`src/rtl/periph_arb_pkg.sv`:
```
// Shared types and the round-robin winner search for the peripheral arbiter.
// The requester count is fixed here so that IDs are exactly sized everywhere.
package periph_arb_pkg;

    localparam int ARB_NB_REQ = 8;
    localparam int ARB_ID_W   = (ARB_NB_REQ > 1) ? $clog2(ARB_NB_REQ) : 1;

    typedef logic [ARB_ID_W-1:0] id_t;

    typedef struct packed {
        logic valid;
        id_t  index;
    } rr_win_t;

    // First set bit of req, scanning cyclically upward from ptr (ptr < ARB_NB_REQ).
    function automatic rr_win_t rr_winner(input logic [ARB_NB_REQ-1:0] req, input id_t ptr);
        rr_win_t           res;
        logic [ARB_ID_W:0] idx;
        res = '0;
        for (int i = 0; i < ARB_NB_REQ; i++) begin
            idx = {1'b0, ptr} + (ARB_ID_W+1)'(i);
            if (idx >= (ARB_ID_W+1)'(ARB_NB_REQ)) begin
                idx = idx - (ARB_ID_W+1)'(ARB_NB_REQ);
            end
            if (!res.valid && req[idx[ARB_ID_W-1:0]]) begin
                res.valid = 1'b1;
                res.index = idx[ARB_ID_W-1:0];
            end
        end
        return res;
    endfunction

endpackage

```
`src/rtl/periph_arb_id_fifo.sv`:
```
// In-order FIFO of granted requester IDs; the head names the core owed the next response.
module periph_arb_id_fifo #(
    parameter int DEPTH = 4,
    parameter int WIDTH = 3
) (
    input  logic             clk,
    input  logic             rst_i,
    input  logic             i_push,
    input  logic [WIDTH-1:0] i_data,
    input  logic             i_pop,
    output logic [WIDTH-1:0] o_head,
    output logic             o_full,
    output logic             o_empty
);

    localparam int PTR_W = (DEPTH > 1) ? $clog2(DEPTH) : 1;
    localparam int CNT_W = $clog2(DEPTH) + 1;

    logic [WIDTH-1:0] r_mem [DEPTH];
    logic [PTR_W-1:0] r_wptr;
    logic [PTR_W-1:0] r_rptr;
    logic [CNT_W-1:0] r_cnt;
    logic             w_push;
    logic             w_pop;

    assign o_full  = (r_cnt == CNT_W'(DEPTH));
    assign o_empty = (r_cnt == '0);
    assign o_head  = r_mem[r_rptr];
    assign w_push  = i_push && !o_full;
    assign w_pop   = i_pop && !o_empty;

    always_ff @(posedge clk) begin
        if (w_push) begin
            r_mem[r_wptr] <= i_data;
        end
    end

    always_ff @(posedge clk or posedge rst_i) begin
        if (rst_i) begin
            r_wptr <= '0;
            r_rptr <= '0;
            r_cnt  <= '0;
        end else begin
            if (w_push) begin
                r_wptr <= (r_wptr == PTR_W'(DEPTH-1)) ? '0 : r_wptr + PTR_W'(1);
            end
            if (w_pop) begin
                r_rptr <= (r_rptr == PTR_W'(DEPTH-1)) ? '0 : r_rptr + PTR_W'(1);
            end
            case ({w_push, w_pop})
                2'b10:   r_cnt <= r_cnt + CNT_W'(1);
                2'b01:   r_cnt <= r_cnt - CNT_W'(1);
                default: r_cnt <= r_cnt;
            endcase
        end
    end

endmodule

```
`src/rtl/periph_rr_arbiter.sv`:
```
// Round-robin share of one peripheral slave port between the per-core demuxes,
// with responses steered back through an in-order ID FIFO.
module periph_rr_arbiter
    import periph_arb_pkg::*;
#(
    parameter int NB_REQ          = ARB_NB_REQ,
    parameter int ADDR_WIDTH      = 32,
    parameter int DATA_WIDTH      = 32,
    parameter int BE_WIDTH        = DATA_WIDTH/8,
    parameter int MAX_OUTSTANDING = 4
) (
    input  logic                                 clk,
    input  logic                                 rst_i,
    input  logic [NB_REQ-1:0]                    req_i,
    input  logic [NB_REQ-1:0][ADDR_WIDTH-1:0]    add_i,
    input  logic [NB_REQ-1:0]                    wen_i,
    input  logic [NB_REQ-1:0][DATA_WIDTH-1:0]    wdata_i,
    input  logic [NB_REQ-1:0][BE_WIDTH-1:0]      be_i,
    output logic [NB_REQ-1:0]                    gnt_o,
    output logic [NB_REQ-1:0]                    r_valid_o,
    output logic [DATA_WIDTH-1:0]                r_rdata_o,
    output logic                                 r_opc_o,
    output logic                                 req_o,
    output logic [ADDR_WIDTH-1:0]                add_o,
    output logic                                 wen_o,
    output logic [DATA_WIDTH-1:0]                wdata_o,
    output logic [BE_WIDTH-1:0]                  be_o,
    input  logic                                 gnt_i,
    input  logic                                 r_valid_i,
    input  logic [DATA_WIDTH-1:0]                r_rdata_i,
    input  logic                                 r_opc_i,
    output logic                                 unexp_rsp_o
);

    id_t     r_rr;
    logic    r_unexp;
    rr_win_t w_win;
    id_t     w_sel;
    id_t     w_rr_next;
    id_t     w_head;
    logic    w_full;
    logic    w_empty;
    logic    w_hs;
    logic    w_pop;

    assign w_win = rr_winner(req_i, r_rr);

    // Held off while full even if a pop lands this cycle: no pop-to-push bypass.
    assign req_o = !rst_i && w_win.valid && !w_full;
    assign w_hs  = req_o && gnt_i;
    assign w_sel = req_o ? w_win.index : r_rr;

    assign add_o   = add_i[w_sel];
    assign wen_o   = wen_i[w_sel];
    assign wdata_o = wdata_i[w_sel];
    assign be_o    = be_i[w_sel];

    assign w_rr_next = (w_win.index == id_t'(NB_REQ-1)) ? '0 : w_win.index + id_t'(1);

    always_comb begin
        gnt_o = '0;
        if (w_hs) begin
            gnt_o[w_win.index] = 1'b1;
        end
    end

    periph_arb_id_fifo #(
        .DEPTH (MAX_OUTSTANDING),
        .WIDTH ($bits(id_t))
    ) u_id_fifo (
        .clk     (clk),
        .rst_i   (rst_i),
        .i_push  (w_hs),
        .i_data  (w_win.index),
        .i_pop   (w_pop),
        .o_head  (w_head),
        .o_full  (w_full),
        .o_empty (w_empty)
    );

    assign w_pop     = r_valid_i && !w_empty;
    assign r_rdata_o = r_rdata_i;
    assign r_opc_o   = r_opc_i;

    always_comb begin
        r_valid_o = '0;
        if (w_pop) begin
            r_valid_o[w_head] = 1'b1;
        end
    end

    always_ff @(posedge clk or posedge rst_i) begin
        if (rst_i) begin
            r_rr    <= '0;
            r_unexp <= 1'b0;
        end else begin
            if (w_hs) begin
                r_rr <= w_rr_next;
            end
            r_unexp <= r_valid_i && w_empty;
        end
    end

    assign unexp_rsp_o = r_unexp;

endmodule

```
`config.mk`:
```
export PLATFORM = sky130hd
export DESIGN_NAME = periph_rr_arbiter
export DESIGN_NICKNAME = d
export VERILOG_FILES = /design/src/rtl/periph_arb_pkg.sv /design/src/rtl/periph_arb_id_fifo.sv /design/src/rtl/periph_rr_arbiter.sv
export SDC_FILE = /design/constraint.sdc
export NUM_CORES = 1
export LEC_CHECK = 0
export ABC_AREA = 1
export BUFFER_PORTS_ARGS = -buffer_cell sky130_fd_sc_hd__buf_2
export CAP_MARGIN = 15
export CORE_AREA = 2 2 280 282
export DETAILED_ROUTE_END_ITERATION = 12
export DIE_AREA = 0 0 282 284
export PLACE_DENSITY_LB_ADDON = 0.05
export SETUP_SLACK_MARGIN = 0.15
export SYNTH_ARGS = -nofsm -noshare
export SYNTH_HDL_FRONTEND = slang
export SYNTH_SLANG_ARGS = --single-unit
```
`constraint.sdc`:
```
create_clock -name clk -period 9 [get_ports clk]
set_clock_uncertainty 0.15 [all_clocks]
set_input_delay 0.45 -clock clk [delete_from_list [all_inputs] [get_ports clk]]
set_output_delay 0.45 -clock clk [all_outputs]
set_load 0.1 [all_outputs]
```
==> results_dict.tcl <==
set metrics [dict create \
    fin_ws_ps 2470 \
    clock_tree.root_cell "clkbuf_16" \
    regArea_um2 636 \
    status "finished clean" \
    synth_top_cell_area_share 0.512 \
    ant_nets 0 \
    startpoint_type "flop" \
    wl_per_cell_um 22.4 \
    finalMaxSlewViolations 0 \
    die_h_um 284 \
    dieArea_mm2 0.0801 \
    post-cts-setup-buffers 0 \
    cts-buffers-inserted 3 \
    min_path_type "input pin to async pin" \
    coreArea_mm2 0.0770 \
    synth.distinct_cells 35 \
    layout.nets 2592 \
    grt_pass1_wl_um 95000 \
    ctsResizeCount 0 \
    vias 12693 \
    dr.pass1.iters 5 \
    synth-seq-cells 23 \
    final_cell_area_mm2 0.0116 \
    finalCritPeriodShare 0.726 \
    required_ps 8400 \
    syn_nets 2098 \
    fillers 9288 \
    clockBufferDepth 2 \
    post-synth-top-area-cell "nand3_1" \
    worstSkewPairLatency_ps 250 \
    drt-vias-per-instance 4.17 \
    place_congestion 0.868 \
    pre_cts_slack_ps 2750 \
    cts_tree "done" \
    fin_util 0.151 \
    synth.area.top_cells "nand3_1 51%, nand2_1 17%, buf_4 6.0%" \
    relSlewSlack 0.321 \
    die_w_um 282 \
    initial_core_util 0.101 \
    place_area_mm2 0.0115 \
    track_usage 0.160 \
    worst_pin_slew_ps 1020 \
    drc 0 \
    wl_um 68200 \
    cts-hold-fix-buffers 0 \
    critPathKind "flop to primary output" \
    netlist_area_mm2 0.00776 \
    finalCriticalPeriod_ps 6530 \
    grt_max_degree 88 \
    overflow 0 \
    path_max_fanout 82 \
    grt_antenna_before_repair 50 \
    first_iter_violations 656 \
    syn_inst 1491 \
    seq_area_frac_synth 0.0819 \
    synth_area_per_cell_um2 5.20 \
    fmax_mhz 153 \
    maxCapViolCount 0 \
    yosys_warnings 0 \
    critPathArrivalTime_ps 5930 \
    hold_violations 0 \
    path_clk_slew_ps 60 \
    setup_viol 0 \
    ios 717 \
    drive_gt1_frac 0.351 \
    portBuffers 650 \
    final.setup.tns_ps 0 \
    rsz0062_at_grt "false" \
    grt_pass1_vias 13267 \
    crit_path_end_kind "primary output" \
    h-tree-depth 1 \
    dp_hpwl_um 54200 \
    rows 102 \
    multiInputGateArea_mm2 0.00601 \
    clock-sinks 23 \
    area_delta_synth_final_pct 49.8 \
]
## metal layers
metal	wire length, um	global-route usage
met3	5830	0.0467
met5	254	0
met1	24800	0.170
met2	35500	0.305
met4	1870	0.0383
## registers in the layout, indices dropped and copies added, names as in the netlist
register and count:
r_rr 3, u_id_fifo.r_cnt 3, u_id_fifo.r_mem 12, u_id_fifo.r_rptr 2, u_id_fifo.r_wptr 2, unexp_rsp_o 1
## path summary, 6_finish.rpt
kind                                                   endpoint                           start  cells past startpoint  slack (ps)
max in group asynchronous       u_id_fifo.r_wptr[0]$_DFFE_PP0P_                           rst_i                      2        8240
worst max register to register   u_id_fifo.r_cnt[1]$_DFFE_PP0P_             r_rr[0]$_DFFE_PP0P_                     15        4410
worst min-delay path             u_id_fifo.r_cnt[2]$_DFFE_PP0P_                           rst_i                      2         100
worst min register to register   u_id_fifo.r_cnt[0]$_DFFE_PP0P_  u_id_fifo.r_cnt[0]$_DFFE_PP0P_                      1         330
min in group clk                          unexp_rsp_o$_DFF_PP0_                       r_valid_i                      3         260
worst max-delay path                                wdata_o[23]             r_rr[0]$_DFFE_PP0P_                     17        2470
## kinds of logic after synthesis
group / count (synthesis) / synth area share
buf+inv: 219 / 0.150
xor+xnor: 6 / 0.00678
compound gates: 22 / 0.0166
flops: 23 / 0.0819
fa+ha+maj: 10 / 0.0171
simple gates: 1211 / 0.727
## stage by stage
step,instances,hold WS (ps)
floorplan,1491,152
global placement,3020,320
detailed placement,3020,314
CTS,3024,131
global route,3039,152
finish,3043,97.5
## cells in the final DEF (no fill, tap or decap), types with 2 or more instances in the layout
cell type,n
a21oi_1,4
a31oi_1,3
a32oi_1,2
buf_2,650
buf_4,19
clkbuf_16,3
dfrtp_1,11
diode_2,19
edfxtp_1,12
ha_1,9
inv_1,35
inv_2,2
nand2_1,356
nand2_2,5
nand2_4,6
nand2_8,2
nand3_1,793
nand3_2,3
nand4_1,3
nor2_1,36
nor3_1,2
o21ai_0,10
xnor2_1,3
xor2_1,3
## worst max-delay path, cell delays in order, from the launching register on
cell,delay (ps)
dfrtp_1,680
inv_2,250
ha_1,500
inv_1,160
nand3_1,140
nand2_1,80
o21ai_0,410
nor2_2,130
nand3_2,110
nand2_4,120
nand2_8,410
buf_4,700
buf_4,750
nand3_1,150
nand3_1,220
nand3_1,150
nand2_1,100
buf_2,430
## Yosys cell counts, drive strengths merged
master / instances
nor3: 2
clkinv: 1
a31oi: 3
xor2: 3
ha: 9
buf: 146
a32oi: 2
o22ai: 1
nor2: 38
edfxtp: 12
nand3: 797
nand3b: 1
dfrtp: 11
o21ai: 11
nand4: 4
inv: 38
a21oi: 4
fa: 1
a21boi: 1
nand2: 369
clkbuf: 34
xnor2: 3
## layout make-up
cell class | count | area share
antenna | 19 | 0.00409
clock buffer | 4 | 0.00678
inverter | 39 | 0.0128
multi-input combinational | 1249 | 0.517
sequential | 23 | 0.0547
tap | 1040 | 0.112
timing repair buffer | 669 | 0.292
Power is not shown: default switching activity piles up to over one toggle a cycle in this logic, so the estimate is an artifact.
